===== config.mk =====
export PLATFORM = sky130hd
export DESIGN_NAME = drs_sequencer
export DESIGN_NICKNAME = d
export VERILOG_FILES = /design/src/rtl/drs_sequencer.sv
export SDC_FILE = /design/constraint.sdc
export NUM_CORES = 1
export LEC_CHECK = 0
export CAP_MARGIN = 20
export CORE_MARGIN = 3
export CORE_UTILIZATION = 25
export CTS_BUF_LIST = sky130_fd_sc_hd__clkbuf_4
export CTS_CLUSTER_SIZE = 30
export DETAILED_ROUTE_END_ITERATION = 12
export SYNTH_ARGS = -nofsm -noshare
export SYNTH_HDL_FRONTEND = slang
export SYNTH_SLANG_ARGS = --single-unit

===== constraint.sdc =====
create_clock -name clock -period 3.85 [get_ports clock]
set_clock_uncertainty 0.15 [all_clocks]
set_input_delay 0.5775 -clock clock [delete_from_list [all_inputs] [get_ports clock]]
set_output_delay 0.5775 -clock clock [all_outputs]
set_load 0.05 [all_outputs]

===== src/rtl/drs_sequencer.sv =====
// DRS4 readout sequencer: reset hold, configure, start, then triggers in one of four modes.
// Optional macro DRS_SEQ_ADC_PATTERN_EN adds an incrementing ADC test pattern during RUN.
module drs_sequencer #(
  parameter int RESET_CYCLES = 127,
  parameter int CONFIG_DELAY = 127,
  parameter int START_DELAY  = 127,
  parameter int PERIOD_BITS  = 12,
  parameter int NCHAN        = 9,
  parameter int ADC_BITS     = 14
) (
  input  logic                clock,
  input  logic                reset_n,
  input  logic                enable,
  input  logic [1:0]          trig_mode,
  input  logic [7:0]          burst_len,
  input  logic                ext_trigger_i,
  input  logic                busy_i,
  input  logic [NCHAN-1:0]    chan_mask_i,
  output logic                drs_reset_o,
  output logic                configure_o,
  output logic                start_o,
  output logic                trigger_o,
  output logic [NCHAN-1:0]    trigger_chan_o,
  output logic                dropped_o,
  output logic [ADC_BITS-1:0] adc_data_o,
  output logic [15:0]         trig_count_o,
  output logic [2:0]          state_o
);
  typedef enum logic [2:0] {
    HOLD = 3'd0, CFG_WAIT = 3'd1, START_WAIT = 3'd2, RUN = 3'd3, DONE = 3'd4
  } state_t;
  typedef enum logic [1:0] {
    M_PERIODIC = 2'd0, M_ONESHOT = 2'd1, M_BURST = 2'd2, M_EXT = 2'd3
  } mode_t;

  localparam logic [15:0] HOLD_LAST  = 16'(RESET_CYCLES - 1);
  localparam logic [15:0] CFG_LAST   = 16'(CONFIG_DELAY - 1);
  localparam logic [15:0] CFG_PRE    = 16'(CONFIG_DELAY - 2);
  localparam logic [15:0] START_LAST = 16'(START_DELAY - 1);
  localparam logic [15:0] START_PRE  = 16'(START_DELAY - 2);

  state_t                 state;
  mode_t                  mode;
  logic [7:0]             blen;
  logic [7:0]             issued;
  logic [15:0]            cnt;
  logic [PERIOD_BITS-1:0] per_cnt;
  logic                   ext_prev;

  logic                   entering, finish, issue, due, fire, drop;
  mode_t                  eff_mode;
  logic [PERIOD_BITS-1:0] per_nxt;
  logic [7:0]             issued_base;

  assign state_o = state;

  // Outputs are registered, so trigger decisions are made for the cycle about to begin;
  // on the RUN entry edge the live mode/burst inputs stand in for the not-yet-loaded copies.
  always_comb begin
    entering    = (state == START_WAIT) && (cnt == START_LAST) && enable;
    eff_mode    = entering ? mode_t'(trig_mode) : mode;
    per_nxt     = entering ? '0 : per_cnt + PERIOD_BITS'(1);
    issued_base = entering ? 8'd0 : issued;
    finish      = (state == RUN) &&
                  (((mode == M_ONESHOT) && trigger_o) || ((mode == M_BURST) && (issued == blen)));
    issue       = entering || ((state == RUN) && !finish);
    case (eff_mode)
      M_PERIODIC: due = &per_nxt;
      M_ONESHOT:  due = 1'b1;
      M_BURST:    due = entering ? (burst_len != 8'd0) : (issued != blen);
      default:    due = ext_trigger_i && !ext_prev;
    endcase
    fire = issue && due && !busy_i;
    drop = issue && due && busy_i;
  end

  always_ff @(posedge clock or negedge reset_n) begin
    if (!reset_n) begin
      state          <= HOLD;
      mode           <= M_PERIODIC;
      blen           <= '0;
      issued         <= '0;
      cnt            <= '0;
      per_cnt        <= '0;
      ext_prev       <= 1'b0;
      drs_reset_o    <= 1'b1;
      configure_o    <= 1'b0;
      start_o        <= 1'b0;
      trigger_o      <= 1'b0;
      dropped_o      <= 1'b0;
      trigger_chan_o <= '0;
      trig_count_o   <= '0;
    end else begin
      ext_prev       <= ext_trigger_i;
      drs_reset_o    <= 1'b0;
      configure_o    <= 1'b0;
      start_o        <= 1'b0;
      trigger_o      <= 1'b0;
      dropped_o      <= 1'b0;
      trigger_chan_o <= '0;
      if ((state != HOLD) && !enable) begin
        state        <= HOLD;
        drs_reset_o  <= 1'b1;
        cnt          <= '0;
        per_cnt      <= '0;
        issued       <= '0;
        trig_count_o <= '0;
      end else begin
        case (state)
          HOLD: begin
            if (!enable) begin
              cnt         <= '0;
              drs_reset_o <= 1'b1;
            end else if (cnt == HOLD_LAST) begin
              state       <= CFG_WAIT;
              cnt         <= '0;
              configure_o <= (CONFIG_DELAY == 1);
            end else begin
              cnt         <= cnt + 16'd1;
              drs_reset_o <= 1'b1;
            end
          end
          CFG_WAIT: begin
            if (cnt == CFG_LAST) begin
              state   <= START_WAIT;
              cnt     <= '0;
              start_o <= (START_DELAY == 1);
            end else begin
              cnt         <= cnt + 16'd1;
              configure_o <= (cnt == CFG_PRE);
            end
          end
          START_WAIT: begin
            if (cnt == START_LAST) begin
              state <= RUN;
              cnt   <= '0;
              mode  <= mode_t'(trig_mode);
              blen  <= burst_len;
            end else begin
              cnt     <= cnt + 16'd1;
              start_o <= (cnt == START_PRE);
            end
          end
          RUN: if (finish) state <= DONE;
          default: ;
        endcase
        if (issue) begin
          per_cnt        <= per_nxt;
          issued         <= issued_base + 8'(fire);
          trigger_o      <= fire;
          dropped_o      <= drop;
          trigger_chan_o <= fire ? chan_mask_i : '0;
          if (fire && (trig_count_o != 16'hFFFF)) trig_count_o <= trig_count_o + 16'd1;
        end
      end
    end
  end

`ifdef DRS_SEQ_ADC_PATTERN_EN
  always_ff @(posedge clock or negedge reset_n) begin
    if (!reset_n) adc_data_o <= '0;
    else if (state == RUN) adc_data_o <= adc_data_o + ADC_BITS'(1);
  end
`else
  assign adc_data_o = '0;
`endif

endmodule

# [Word-level counts from Yosys, hierarchy flattened]
# Index checks and enable logic that the tools add are counted.
[word_totals] out_inout_bits=47 register_bits=80 elab_cells=106 inputBits=24
[classes] n_addsub=4 reduce_logical=31 n_bitwise=1 eq_ne=17 muxes=39
[op_table] cell="two-way mux 16 bit" n=6
[op_table] cell="two-way mux 12 bit" n=3
[op_table] cell="adder 16 x 1 -> 16 bit (second input constant)" n=2
[op_table] cell="== test 16 x 7 -> 1 bit (second input constant)" n=2
[op_table] cell="case mux 16 bit (2 select lines)" n=1
[op_table] cell="two-way mux 9 bit" n=3
[op_table] cell="two-way mux 8 bit" n=3
[op_table] cell="two-way mux 3 bit" n=6
[op_table] cell="inequality test 16 bit (second input constant)" n=1
[op_table] cell="two-way mux 1 bit" n=14
[op_table] cell="adder 12 x 1 -> 12 bit (second input constant)" n=1
[op_table] cell="logical AND 1 bit" n=12
[op_table] cell="case mux 3 bit (4 select lines)" n=1
[op_table] cell="AND reduction 12 bit" n=1
[op_table] cell="inequality test 3 bit (second input constant)" n=3
[op_table] cell="adder 8 x 1 -> 8 bit" n=1
[op_table] cell="== test 8 bit" n=1
[op_table] cell="inequality test 8 bit" n=1
[op_table] cell="nonzero test 8 bit" n=1
[op_table] cell="== test 3 x 2 -> 1 bit (second input constant)" n=2
[op_table] cell="AND reduction 6 bit" n=1
[op_table] cell="nonzero test 3 bit" n=2
[op_table] cell="nonzero test 5 bit" n=1
[op_table] cell="== test 2 x 1 -> 1 bit (second input constant)" n=2
[op_table] cell="15 further kinds" n=21

# [Longest topological paths before layout]
# Gate-level depths: netlist of run 1.
[depth] ltp_word=13 mapped_depth=12 ltp_nobuf=12

# [Worst setup path after synthesis of run 1]
# OpenSTA, ideal clock, no wires.
[synth_path] kind="register to register" from="register state[2], in the netlist state_o[2]" to="register issued[4]" setup_ns=0.132 stages_incl_launch_ff=12 path_slack_ns=0.705 period_less_slack_ns=3.145 path_buffers=2 required_time_ns=3.568 arrival_time_ns=2.863 path_cell_list="dfrtp_1 -> buf_2 -> or2_1 -> or3_4 -> nor3b_2 -> buf_2 -> nor2b_1 -> ha_1 -> ha_1 -> nand4_1 -> xor2_1 -> nor2_1"
[synth_via] elab_chain_cells=11 word_cells_on_any_way=25 classes_between="add/sub (1); eq/ne (4); mux (7); reduce/logical (13)"
[synth_lines] element="from (decl)" line_no="42" text="state_t state;"
[synth_lines] element="from (signal assigned)" line_no="79" text="state <= HOLD;"
[synth_lines] element="from (signal assigned)" line_no="102" text="state <= HOLD;"
[synth_lines] element="from (signal assigned)" line_no="115" text="state <= CFG_WAIT;"
[synth_lines] element="== test 3 x 2 -> 1 bit" line_no="60" text="entering = (state == START_WAIT) && (cnt == START_LAST) && enable;"
[synth_lines] element="logical AND 1 bit (2 in a row)" line_no="60"
[synth_lines] element="two-way mux 12 bit / two-way mux 2 bit (equally long branches)" line_no="62, 61"
[synth_lines] element="AND reduction 12 bit (tied with other cells)" line_no="68" text="M_PERIODIC: due = &per_nxt;"
[synth_lines] element="case mux 1 bit (3 select lines)" line_no="67" text="case (eff_mode)"
[synth_lines] element="logical AND 1 bit (2 in a row)" line_no="73" text="fire = issue && due && !busy_i;"
[synth_lines] element="adder 8 x 1 -> 8 bit" line_no="149" text="issued <= issued_base + 8'(fire);"
[synth_lines] element="two-way mux 8 bit" line_no="147" text="if (issue) begin"
[synth_lines] element="two-way mux 8 bit" line_no="101" text="if ((state != HOLD) && !enable) begin"
[synth_lines] element="to (signal assigned)" line_no="149"
[synth_lines] element="to (decl)" line_no="45" text="logic [7:0] issued;"
# Parallel ways exist; a longest one is shown, timed or not. The select of a mux whose other input is x is not followed.
# A chain may end at the register's enable or synchronous reset.

# [Final worst setup path of run 1]
[layout_path] from="register per_cnt[0]" to="register issued[5]"
[layout_via] elab_chain_cells=9
[layout_lines] element="from (decl)" line_no="47" text="logic [PERIOD_BITS-1:0] per_cnt;"
[layout_lines] element="from (signal assigned)" line_no="148" text="per_cnt <= per_nxt;"
[layout_lines] element="adder 12 x 1 -> 12 bit" line_no="62" text="per_nxt = entering ? '0 : per_cnt + PERIOD_BITS'(1);"
[layout_lines] element="two-way mux 12 bit" line_no="62"
[layout_lines] element="AND reduction 12 bit" line_no="68"
[layout_lines] element="case mux 1 bit (3 select lines)" line_no="67"
[layout_lines] element="logical AND 1 bit (2 in a row)" line_no="73"
[layout_lines] element="adder 8 x 1 -> 8 bit" line_no="149"
[layout_lines] element="two-way mux 8 bit" line_no="147"
[layout_lines] element="two-way mux 8 bit" line_no="101"
# Every way passes these cells. The select of a mux whose other input is x is not followed.

==> impl_summary.log, run 1 <==
[metrics] number of synthesized flops with an enable pin: 0
[metrics] share of synthesized cell area in and, or, nand and nor gates: 24.04%
[metrics] count of input and output buffers: 56
[metrics] setup repair after global routing missed its margin: no
[metrics] number of routed nets with antenna violations: 0
[metrics] crit path max fanout: 7
[metrics] arrival time of the worst setup path: 3.43 ns
[metrics] area share of the leading cell type in the synthesized netlist: 47.31%
[metrics] cell-by-cell trace of the critical path: ha_1, nand4_1, xnor2_1, a31oi_1, o311ai_1, a31oi_1, nor2_1, ha_1, nand4_1, or3_1, a21oi_1
[metrics] path type of the worst min-delay path: flip-flop to flip-flop
[metrics] most frequent standard cell in the layout excluding fill and tap cells: sky130_fd_sc_hd__dfrtp_1
[metrics] master of the slowest instance on the critical path: sky130_fd_sc_hd__dfrtp_1
[metrics] first-pass GRT wire length: 16.62 mm
[metrics] Adder-Cell Fraction of Synth Area: 2.096%
[metrics] Worst EP required: 4.07 ns
[metrics] worst voltage drop across the vdd grid: 0.0001764 V
[metrics] post-synthesis mux area share: 2.635%
[metrics] deepest level of the CTS H-tree: 3
[metrics] number of cells traversed by the worst register-to-register path: 11
[metrics] GRT Util Overall: 11.28%
[metrics] die outline area: 18,300 sq um
[metrics] FF+latch count, synth: 80
[metrics] routing usage on met3: 2.637%
[metrics] Min Clock Period, post-route: 3.207 ns
[metrics] detailed-routing iteration count for the pre-antenna-repair pass: 5
[metrics] CP max stage delay: 0.49 ns
[metrics] dpl cell area: 4965 sq um
[metrics] worst skew pair latency: 0.45 ns
[metrics] critical path class: flip-flop to flip-flop
[metrics] mean number of vias per cell: 4.716
[metrics] placed cell count: 700
[metrics] area fraction in compound gates after synthesis: 11.32%
[metrics] utilization of the core after routing: 31.86%
[metrics] Critical Path Start Type: flip-flop
[metrics] # DRC: 0
[metrics] setup slack on the worst flop-to-flop path: 0.64 ns
[metrics] headroom to the max-slew limit: 62.66%
[metrics] total power after layout: 1.484 mW
[metrics] layer with the highest usage after global routing: met2
[metrics] fill cell count: 1,699
[metrics] Synth Area per Inst: 9.651 sq um
[metrics] violation count after the first detailed-routing iteration: 187
[metrics] via count of the first global-routing pass: 3,228
[metrics] number of core rows: 46
[metrics] post-route design area: 5135 sq um
[metrics] global placement routability congestion: 0.8267
[metrics] Total Neg Setup Slack: 0 ns
[metrics] largest area contributor in the netlist: sky130_fd_sc_hd__dfrtp_1
[metrics] element type at the critical path end: flip-flop
[metrics] pin count of the biggest net entering global routing: 81
[metrics] initial antenna violation count: 1
[metrics] Avg WL per Cell: 14.08 microns
[metrics] pins over their slew limit: 0
[metrics] worst setup slack after placement: 0.6451 ns
[metrics] met1 routing resource usage after global routing: 15.86%
[metrics] Overflow after GRT: 0
[metrics] commonest cells after routing, fill and taps aside: sky130_fd_sc_hd__dfrtp_1 (79), sky130_fd_sc_hd__clkdlybuf4s50_1 (55), sky130_fd_sc_hd__nor2_1 (44)
[metrics] PnR worst setup slack: 0.6426 ns
[metrics] number of instances in the synthesized netlist: 433
[metrics] area added between synthesis and finish: 22.87%
[metrics] area inside the core boundary: 16,120 sq um
[metrics] post-synthesis xor/xnor area fraction: 6.916%
[metrics] post-synthesis sequential area ratio: 47.93%
[metrics] number of clock buffers inserted by TritonCTS: 9
[metrics] HPWL reported at the end of detailed placement: 7.201 mm
[metrics] vertical die dimension: 135.3 microns
[metrics] area occupied by multi-input gates: 2017 sq um
[metrics] total clock sinks: 80
[metrics] Peak Freq: 0.3118 GHz
[metrics] maximum clock insertion buffer count: 2
[metrics] Detailed Route WL: 10.13 mm
[metrics] worst hold-check slack: 0.3685 ns
[metrics] die width: 135.3 microns
[metrics] number of setup violations in the final report: 0
[metrics] CTS clock-pin slew for the worst setup and hold paths: 0.13 ns
[metrics] leakage component of the power: 2.186 nW
[metrics] number of standard cells in the layout, taps in and fillers out: 719
[metrics] final hold violations: 0
[metrics] Storage cell area: 2003 sq um
[metrics] combinational family with the most area after synthesis: simple AND/OR/NAND/NOR gates
[metrics] worst hold path depth: 1
[metrics] initial core utilization: 25.93%
[metrics] MaxCap Viol Count: 0
[metrics] total standard cell area after synthesis: 4179 sq um
[metrics] run status: completed
[metrics] Clock Root Buffer: sky130_fd_sc_hd__clkbuf_4
[metrics] io pins: 71
[metrics] dominant register cell in the synthesized netlist: sky130_fd_sc_hd__dfrtp_1
[metrics] proportion of synthesized flip-flops having asynchronous set or reset: 100.0%
[metrics] distinct cell type count after synthesis: 52
[metrics] worst-margin pin slew: 0.5523 ns
[metrics] total number of yosys warnings: 0
[metrics] fin crit share: 83.31%
[metrics] CTS tree: built
[metrics] total number of vias: 3,391
[metrics] number of nets in the finished design: 528
[metrics] pwr dens: 288.9 nW/um^2
[metrics] global routing usage on met2: 16.73%
[metrics] synth top area cells: sky130_fd_sc_hd__dfrtp_1 (47%), sky130_fd_sc_hd__xnor2_1 (4.4%), sky130_fd_sc_hd__nor2_1 (4.0%)
[metrics] layout cells sized above 1: 7.769%
[per-layer routing]
metal | wire [microns] | part of all wire (%) | up-vias
met5 | 0 | 0 | -
met4 | 148 | 1.5 | 0
met3 | 458 | 4.5 | 8
met2 | 4674 | 46 | 85
met1 | 4844 | 48 | 1654
li1 | - | - | 1644
[power breakdown]
group | total [mW] | internal, mW | switching, mW | leakage [nW]
registers | 0.869 | 0.853 | 0.0160 | 1.09
logic | 0.118 | 0.0438 | 0.0737 | 1.02
clock network | 0.498 | 0.207 | 0.291 | 0.0757
total | 1.48 | 1.10 | 0.380 | 2.19
[registers in the layout, indices dropped and copies added (netlist names), 2 cells and up]
signal          count
issued              8
trigger_chan_o      9
blen                8
trig_count_o       16
mode                2
state_o             3
cnt                16
per_cnt            12
[worst max-delay path, delay by kind of cell (launching register included)]
family	cells	cell delay [ns]
fa+ha+maj	2	0.49
xor+xnor	1	0.19
compound gates	4	0.84
simple gates	4	0.99
flops	1	0.49
[layout make-up]
| type | count | share of cell area [%] |
|---|---|---|
| Sequential cell | 80 | 39.01 |
| Timing Repair Buffer | 67 | 12.91 |
| Multi-Input combinational cell | 326 | 39.28 |
| Antenna cell | 1 | 0.04873 |
| Tap cell | 216 | 5.263 |
| Clock buffer | 11 | 1.608 |
| Inverter | 13 | 0.9503 |
| Clock inverter | 5 | 0.9259 |
[cell usage after synthesis (5+ instances only)]
cell type	number
sky130_fd_sc_hd__nor3_1	6
sky130_fd_sc_hd__clkbuf_1	9
sky130_fd_sc_hd__a31oi_1	5
sky130_fd_sc_hd__nand2_1	31
sky130_fd_sc_hd__mux2_2	7
sky130_fd_sc_hd__inv_1	12
sky130_fd_sc_hd__dfrtp_1	79
sky130_fd_sc_hd__buf_4	14
sky130_fd_sc_hd__xnor2_1	21
sky130_fd_sc_hd__and2_1	6
sky130_fd_sc_hd__a21oi_1	23
sky130_fd_sc_hd__xor2_1	12
sky130_fd_sc_hd__nor2_1	44
sky130_fd_sc_hd__ha_1	7
sky130_fd_sc_hd__nand4_1	14
sky130_fd_sc_hd__nor4_1	6
sky130_fd_sc_hd__o21ai_0	27
sky130_fd_sc_hd__nand3_1	17
sky130_fd_sc_hd__or4_1	5
sky130_fd_sc_hd__or3_1	14
sky130_fd_sc_hd__and3_1	21
[path summary, 6_finish.rpt]
| check | startpoint | end |
|---|---|---|
| hold reg to reg | per_cnt[7] | per_cnt[7] |
| hold / removal | per_cnt[7] | per_cnt[7] |
| min in group asynchronous | reset_n | trig_count_o[12] |
| setup / recovery | per_cnt[0] | issued[5] |
| max in group asynchronous | reset_n | drs_reset_o |
| setup reg to reg | per_cnt[0] | issued[5] |
[timing repair]
item,CTS,global route
hold endpoints to repair,0,18
resized for setup,0,0
hold buffers,0,1
setup buffers,0,0
[cells by family (layout without fill, tap and decap cells)]
logic type	count (synthesis)	in the layout
and+or+nand+nor	184	184
other	1	15
DFF	80	80
xor gates and xnor gates	33	33
muxes	10	10
buffers and inverters	40	96
adders and majority gates	7	7
AOI/OAI and AO/OA	78	78
Power figures use the tool's default switching activity.
==> run 2: changes to the inputs <==
==> constraint.sdc (replaced) <==
create_clock -name clock -period 2.7 [get_ports clock]
set_clock_uncertainty 0.15 [all_clocks]
set_input_delay 0.405 -clock clock [delete_from_list [all_inputs] [get_ports clock]]
set_output_delay 0.405 -clock clock [all_outputs]
set_load 0.05 [all_outputs]
==> run 2 against run 1 <==
Against the previous run:
- the run now ends with negative setup slack left
- non-clock buffer count up 47
- via count up 7.9%
- die area unchanged
- fmax up 13%
- clock power up 57%
- register-to-register slack worse by 0.78 ns
- utilization up 3.4 points
- worst hold slack worse by 0.029 ns
- critical path type unchanged
- largest cell class unchanged
- largest power group unchanged
- highest routed layer unchanged
==> impl_summary.log, run 2 (same netlist as run 1, synthesis figures left out) <==
[metrics] deepest level of the CTS H-tree: 3 (unchanged)
[metrics] number of core rows: 46 (unchanged)
[metrics] initial antenna violation count: 1 (unchanged)
[metrics] global placement routability congestion: 0.8219 (-0.58%)
[metrics] fill cell count: 1,650 (-2.9%)
[metrics] mean number of vias per cell: 4.783 (+1.4%)
[metrics] total number of vias: 3,659 (+7.9%)
[metrics] arrival time of the worst setup path: 3.06 ns (-0.37 ns)
[metrics] crit path max fanout: 5 (-2)
[metrics] Switching Power: 0.5425 mW (+43%)
[metrics] pwr dens: 388.2 nW/um^2 (+34%)
[metrics] most frequent standard cell in the layout excluding fill and tap cells: sky130_fd_sc_hd__dfrtp_1
[metrics] clock group share of total power: 35.5% (+2.0 points)
[metrics] via count of the first global-routing pass: 3,706 (+15%)
[metrics] vertical die dimension: 135.3 microns (unchanged)
[metrics] dpl cell area: 5294 sq um (+6.6%)
[metrics] number of nets in the finished design: 575 (+8.9%)
[metrics] io pins: 71 (unchanged)
[metrics] final hold violations: 0 (unchanged)
[metrics] part of the power in combinational logic: 8.4% (+0.5 points)
[metrics] element type at the critical path end: flip-flop
[metrics] CTS tree: built
[metrics] path type of the worst min-delay path: input port to flip-flop
[metrics] largest registers: cnt x16, trig_count_o x16, per_cnt x12
[metrics] Peak Freq: 0.3522 GHz (+13%)
[metrics] worst voltage drop across the vdd grid: 0.0001694 V (-4.0%)
[metrics] run status: complete, but fails checks
[metrics] critical path class: flip-flop to flip-flop
[metrics] Avg WL per Cell: 14.44 microns (+2.5%)
[metrics] count of input and output buffers: 56 (unchanged)
[metrics] # DRC: 0 (unchanged)
[metrics] leakage component of the power: 2.437 nW (+11%)
[metrics] initial core utilization: 25.93% (unchanged)
[metrics] layer with the highest usage after global routing: met2
[metrics] Detailed Route WL: 11.05 mm (+9.1%)
[metrics] headroom to the max-slew limit: 57.30% (-5.4 points)
[metrics] Worst EP required: 2.92 ns (-1.15 ns)
[metrics] die outline area: 18,300 sq um (unchanged)
[metrics] MaxCap Viol Count: 0 (unchanged)
[metrics] pin count of the biggest net entering global routing: 48 (-41%)
[metrics] setup repair after global routing missed its margin: yes
[metrics] area added between synthesis and finish: 35.81%
[metrics] total power after layout: 2.203 mW (+48%)
[metrics] Overflow after GRT: 0 (unchanged)
[metrics] fin crit share: 105.2% (+22 points)
[metrics] PnR worst setup slack: -0.1394 ns (-0.7820 ns)
[metrics] Internal Dissipation: 1.661 mW (+51%)
[metrics] met1 routing resource usage after global routing: 16.98% (+1.1 points)
[metrics] GRT Util Overall: 12.53% (+1.2 points)
[metrics] number of routed nets with antenna violations: 0 (unchanged)
[metrics] total clock sinks: 80 (unchanged)
[metrics] worst-margin pin slew: 0.6405 ns (+0.08824 ns)
[metrics] area inside the core boundary: 16,120 sq um (unchanged)
[metrics] commonest cells after routing, fill and taps aside: sky130_fd_sc_hd__dfrtp_1 (76), sky130_fd_sc_hd__clkdlybuf4s50_1 (55), sky130_fd_sc_hd__buf_4 (50)
[metrics] layout cells sized above 1: 21.35% (+14 points)
[metrics] power share of the sequential group: 56.0% (-2.5 points)
[metrics] pins over their slew limit: 0 (unchanged)
[metrics] area occupied by multi-input gates: 2171 sq um (+7.6%)
[metrics] post-route design area: 5675 sq um (+11%)
[metrics] HPWL reported at the end of detailed placement: 7.902 mm (+9.7%)
[metrics] violation count after the first detailed-routing iteration: 265 (+42%)
[metrics] Min Clock Period, post-route: 2.839 ns (-0.3680 ns)
[metrics] failing checks: negative setup slack
[metrics] detailed-routing iteration count for the pre-antenna-repair pass: 4 (-1)
[metrics] die width: 135.3 microns (unchanged)
[metrics] Storage cell area: 2007 sq um (+0.19%)
[metrics] switching part of the total: 24.62% (-1.0 points)
[metrics] Clock Root Buffer: sky130_fd_sc_hd__clkbuf_4
[metrics] CTS clock-pin slew for the worst setup and hold paths: 0.12 ns (about the same)
[metrics] global routing usage on met2: 19.66% (+2.9 points)
[metrics] Critical Path Start Type: flip-flop
[metrics] worst skew pair latency: 0.43 ns (-0.02 ns)
[metrics] utilization of the core after routing: 35.22% (+3.4 points)
[metrics] number of setup violations in the final report: 17 (+17)
[metrics] first-pass GRT wire length: 18.56 mm (+12%)
[metrics] routing usage on met3: 2.563% (-0.074 points)
[metrics] number of clock buffers inserted by TritonCTS: 9 (unchanged)
[metrics] maximum clock insertion buffer count: 2 (unchanged)
==> run 2: cell count changes in the layout (fill, tap and decap cells not counted), moves of 4 or more <==
cell / before / now
sky130_fd_sc_hd__or3_1: 14 / 10
sky130_fd_sc_hd__buf_6: 0 / 6
sky130_fd_sc_hd__o21ai_0: 27 / 22
sky130_fd_sc_hd__or3_4: 1 / 5
sky130_fd_sc_hd__buf_4: 10 / 50
sky130_fd_sc_hd__o21ai_1: 2 / 6
sky130_fd_sc_hd__a21oi_1: 23 / 15
sky130_fd_sc_hd__a21oi_2: 0 / 8
==> run 2: final cells by class <==
type                            instances  area share [%]
Inverter                               13          0.8598
Multi-Input combinational cell        326           38.25
Timing Repair Buffer                  114           18.12
Clock buffer                           10           1.323
Clock inverter                          5           1.279
Antenna cell                            1         0.04409
Sequential cell                        80           35.36
Tap cell                              216           4.762
==> run 2: power groups by stage <==
stage	combinational (mW)	clock (mW)	sequential [mW]
finish	0.186	0.783	1.23
global route	0.203	0.855	1.24
CTS	0.187	0.816	1.23
detailed placement	0.182	0	1.26
global placement	0.180	0	1.26
floorplan	0.105	0	1.26
==> run 2: path summary, 6_finish.rpt <==
path	from	to	slack [ns]	cells after the start
worst max register to register	per_cnt[0]	issued[7]	-0.14	11
max in group asynchronous	reset_n	ext_prev	1.39	3
worst max-delay path	per_cnt[0]	issued[7]	-0.14	11
min in group asynchronous	reset_n	trigger_chan_o[0]	0.39	2
worst min-delay path	ext_trigger_i	ext_prev	0.34	1
worst min register to register	blen[7]	blen[7]	0.37	1
==> run 2: metrics by stage <==
stage,hold WS [ns],TNS (ns),instances,setup WS [ns]
floorplan,-0.04059,-0.4233,446,-0.08874
global placement,0.3205,-2.568,738,-0.1777
detailed placement,0.3276,-4.322,738,-0.2970
CTS,0.2925,-0.5849,760,-0.1000
global route,0.3070,-4.381,765,-0.3651
finish,0.3398,-0.7965,765,-0.1394
==> run 2: routing by layer <==
metal,share of wire [%],vias to the layer above
li1,-,1740
met1,46,1821
met2,47,81
met3,4.1,17
met4,2.3,0
met5,0,-
==> run 2: critical path, stage by stage (launching register included) <==
cell and delay (ns):
sky130_fd_sc_hd__dfrtp_1 0.37, sky130_fd_sc_hd__ha_1 0.18, sky130_fd_sc_hd__nand4_1 0.14, sky130_fd_sc_hd__xnor2_1 0.25, sky130_fd_sc_hd__a31oi_2 0.16, sky130_fd_sc_hd__o311ai_4 0.37
sky130_fd_sc_hd__a31oi_2 0.16, sky130_fd_sc_hd__nor2_2 0.13, sky130_fd_sc_hd__ha_2 0.19, sky130_fd_sc_hd__nand4_1 0.16, sky130_fd_sc_hd__or3_1 0.41, sky130_fd_sc_hd__a21oi_2 0.12
==> run 2: repair_timing <==
action,in CTS,in global routing
resized for setup,7,33
endpoints found under the setup margin,21,31
buffers inserted,5,5
endpoints found under the hold margin,45,0
cloned,1,1
pin swaps,16,31
hold buffers,1,0
==> run 3: changes to the inputs <==
--- a/config.mk
+++ b/config.mk
@@ -7,10 +7,11 @@
 export LEC_CHECK = 0
 export CAP_MARGIN = 20
 export CORE_MARGIN = 3
-export CORE_UTILIZATION = 25
+export CORE_UTILIZATION = 45
 export CTS_BUF_LIST = sky130_fd_sc_hd__clkbuf_4
 export CTS_CLUSTER_SIZE = 30
 export DETAILED_ROUTE_END_ITERATION = 12
+export PLACE_DENSITY = 0.72
 export SYNTH_ARGS = -nofsm -noshare
 export SYNTH_HDL_FRONTEND = slang
 export SYNTH_SLANG_ARGS = --single-unit
==> constraint.sdc (replaced) <==
create_clock -name clock -period 2.7 [get_ports clock]
set_clock_uncertainty 0.15 [all_clocks]
set_input_delay 0.54 -clock clock [delete_from_list [all_inputs] [get_ports clock]]
set_output_delay 0.54 -clock clock [all_outputs]
set_load 0.05 [all_outputs]
==> run 3 against run 2 <==
Against the previous run:
- the run still ends with negative setup slack left
- global-route usage grew 8.8 points
- register-to-register slack gained 0.02 ns
- fmax grew 0.64%
- die area shrank 43%
- sequential share of layout area shrank 0.25 points
- clock-buffer cell count is the same
- combinational power is essentially flat
- highest routed layer unchanged
- final cell count shrank 13%
- largest power group unchanged
- final area grew 0.71%
- utilization grew 29 points
- first-iteration DRC count shrank 15%
==> impl_summary.log, run 3 (same netlist as run 1, synthesis figures left out) <==
[metrics] element type at the critical path end: flip-flop
[metrics] area added between synthesis and finish: 36.77%
[metrics] fin crit share: 104.5% (-0.67 points)
[metrics] setup repair after global routing missed its margin: yes
[metrics] global placement routability congestion: 0.8054 (-2.0%)
[metrics] worst skew pair latency: 0.44 ns (about the same)
[metrics] worst hold path depth: 1 (unchanged)
[metrics] worst voltage drop across the vdd grid: 0.0001995 V (+18%)
[metrics] first-pass GRT wire length: 17.61 mm (-5.1%)
[metrics] fill cell count: 702 (-57%)
[metrics] area inside the core boundary: 8891 sq um (-45%)
[metrics] GRT Util Overall: 21.30% (+8.8 points)
[metrics] Peak Freq: 0.3544 GHz (+0.64%)
[metrics] number of setup violations in the final report: 11 (-6)
[metrics] mean number of vias per cell: 5.527 (+16%)
[metrics] crit path max fanout: 4 (-1)
[metrics] maximum clock insertion buffer count: 2 (unchanged)
[metrics] pins over their slew limit: 0 (unchanged)
[metrics] setup slack on the worst flop-to-flop path: -0.12 ns (+0.02 ns)
[metrics] arrival time of the worst setup path: 3.02 ns (-0.04 ns)
[metrics] Antenna diodes: 0 (-1)
[metrics] Worst EP required: 2.90 ns (-0.02 ns)
[metrics] CTS clock-pin slew for the worst setup and hold paths: 0.14 ns (+0.02 ns)
[metrics] number of standard cells in the layout, taps in and fillers out: 664 (-13%)
[metrics] run status: complete, but fails checks
[metrics] HPWL reported at the end of detailed placement: 7.090 mm (-10%)
[metrics] initial core utilization: 47.00% (+21 points)
[metrics] number of cells traversed by the worst register-to-register path: 12 (+1)
[metrics] path type of the worst min-delay path: flip-flop to flip-flop
[metrics] total number of vias: 3,670 (+0.30%)
[metrics] initial antenna violation count: 0 (-1)
[metrics] final hold violations: 0 (unchanged)
[metrics] source of the worst hold timing path: blen[7]
[metrics] worst-margin pin slew: 0.5456 ns (-0.09491 ns)
[metrics] dpl cell area: 5190 sq um (-2.0%)
[metrics] Detailed Route WL: 10.62 mm (-3.9%)
[metrics] pwr dens: 423.4 nW/um^2 (+9.1%)
[metrics] Overflow after GRT: 0 (unchanged)
[metrics] number of nets in the finished design: 582 (+1.2%)
[metrics] area occupied by multi-input gates: 2206 sq um (+1.6%)
[metrics] Critical Path Start Type: flip-flop
[metrics] CP max stage delay: 0.55 ns (+0.14 ns)
[metrics] deepest level of the CTS H-tree: 3 (unchanged)
[metrics] pin count of the biggest net entering global routing: 42 (-13%)
[metrics] io pins: 71 (unchanged)
[metrics] die outline area: 10,480 sq um (-43%)
[metrics] leakage component of the power: 2.520 nW (+3.4%)
[metrics] Avg WL per Cell: 15.99 microns (+11%)
[metrics] Critical Path Most Common Cell: sky130_fd_sc_hd__buf_4
[metrics] largest registers: cnt x16, trig_count_o x16, per_cnt x12
[metrics] endpoint of the worst register-to-register path: issued[4]
[metrics] layout cells sized above 1: 24.10% (+2.8 points)
[metrics] PnR worst setup slack: -0.1214 ns (+0.01799 ns)
[metrics] master of the slowest instance on the critical path: sky130_fd_sc_hd__or4_4
[metrics] MaxCap Viol Count: 0 (unchanged)
[metrics] count of input and output buffers: 56 (unchanged)
[metrics] Clock Root Buffer: sky130_fd_sc_hd__clkbuf_4
[metrics] failing checks: negative setup slack
[metrics] number of core rows: 34 (-26%)
[metrics] number of clock buffers inserted by TritonCTS: 9 (unchanged)
[metrics] detailed-routing iteration count for the pre-antenna-repair pass: 4 (unchanged)
[metrics] worst hold endpoint: blen[7]
[metrics] via count of the first global-routing pass: 3,644 (-1.7%)
[metrics] CTS tree: built
[metrics] Storage cell area: 2007 sq um (unchanged)
[metrics] die width: 102.4 microns (-24%)
[metrics] number of routed nets with antenna violations: 0 (unchanged)
[metrics] Min Clock Period, post-route: 2.821 ns (-0.01799 ns)
[metrics] cell-by-cell trace of the critical path: or4_4, buf_4, nor2_2, and4_1, nor3b_4, nor2b_1, ha_2, buf_4, ha_4, nand4_1, xor2_1, nor2_1
[metrics] most frequent standard cell in the layout excluding fill and tap cells: sky130_fd_sc_hd__dfrtp_1
[metrics] origin of the critical flop-to-flop path: cnt[11]
[metrics] post-route design area: 5715 sq um (+0.71%)
[metrics] commonest cells after routing, fill and taps aside: sky130_fd_sc_hd__dfrtp_1 (76), sky130_fd_sc_hd__clkdlybuf4s50_1 (55), sky130_fd_sc_hd__buf_4 (55)
[metrics] total clock sinks: 80 (unchanged)
[metrics] # DRC: 0 (unchanged)
[metrics] critical path class: flip-flop to flip-flop
[metrics] violation count after the first detailed-routing iteration: 224 (-15%)
[metrics] worst setup slack after placement: -0.3264 ns (-0.02941 ns)
[metrics] vertical die dimension: 102.4 microns (-24%)
[metrics] headroom to the max-slew limit: 63.62% (+6.3 points)
[metrics] placed cell count: 634 (-14%)
-- run 3: cell types whose count changed in the layout (fill, tap and decap cells not counted), moves of 3 or more --
| cell | delta |
|---|---|
| sky130_fd_sc_hd__buf_4 | +5 |
| sky130_fd_sc_hd__nand2_1 | -3 |
| sky130_fd_sc_hd__nand2_2 | +3 |
| sky130_fd_sc_hd__o21ai_0 | +4 |
| sky130_fd_sc_hd__o21ai_1 | -3 |
| sky130_fd_sc_hd__or3_1 | -4 |
| sky130_fd_sc_hd__or3_4 | +4 |
-- run 3: power breakdown --
| part | internal, mW | total, mW | switching [mW] |
|---|---|---|---|
| clock | 0.570 | 0.996 | 0.427 |
| combinational | 0.0728 | 0.188 | 0.115 |
| sequential | 1.22 | 1.24 | 0.0198 |
-- run 3: critical path, delay by kind of cell (launching register included) --
family	cells	cell delay, ns
simple gates	7	1.37
buf+inv	2	0.30
xor+xnor	1	0.16
fa+ha+maj	2	0.35
flops	1	0.40
-- run 3: per-layer routing --
layer	vias up	global-route usage (%)	wire [microns]
li1	1750	-	-
met1	1797	30.84	4841
met2	98	31.58	5112
met3	25	3.003	403
met4	0	9.990	260
met5	-	0	0
-- run 3: stage by stage --
stage	utilization (%)	total power, mW	hold slack [ns]	TNS, ns
3_5_place_dp	58.37	1.440	0.3496	-5.444
5_1_grt	64.28	2.505	0.3763	-3.797
2_1_floorplan	-	1.361	0.09441	-0.4233
6_report	64.28	2.420	0.3823	-0.6084
3_3_place_gp	58.37	1.435	0.3398	-4.356
4_1_cts	61.53	2.434	0.3669	-0.1450
-- run 3: how the worst max path moves through the flow --
| stage | slack (ns) | cells after the start | end | from |
|---|---|---|---|---|
| 6_report | -0.12 | 12 | issued[4] | cnt[11] |
| 5_1_grt | -0.30 | 11 | issued[7] | per_cnt[0] |
| 4_1_cts | -0.09 | 11 | issued[7] | per_cnt[0] |
| 3_5_place_dp | -0.33 | 11 | issued[7] | burst_len[2] |
| 3_3_place_gp | -0.24 | 10 | trig_count_o[5] | burst_len[3] |
| 2_1_floorplan | -0.09 | 11 | issued[4] | state_o[2] |
-- run 3: area by class of cell --
| class | count | area share [%] |
|---|---|---|
| Inverter | 13 | 0.8757 |
| Multi-Input combinational cell | 326 | 38.59 |
| Clock inverter | 6 | 2.299 |
| Sequential cell | 80 | 35.11 |
| Clock buffer | 10 | 1.313 |
| Timing Repair Buffer | 121 | 19.44 |
| Tap cell | 108 | 2.364 |
-- run 3: timing repair --
item / 4_1_cts / 5_1_grt
hold buffers: 1 / 0
pin swaps: 14 / 32
gates resized for setup: 7 / 36
endpoints found under the setup margin: 19 / 26
gates cloned: 1 / 1
hold endpoints to repair: 38 / 0
buffers inserted: 4 / 8
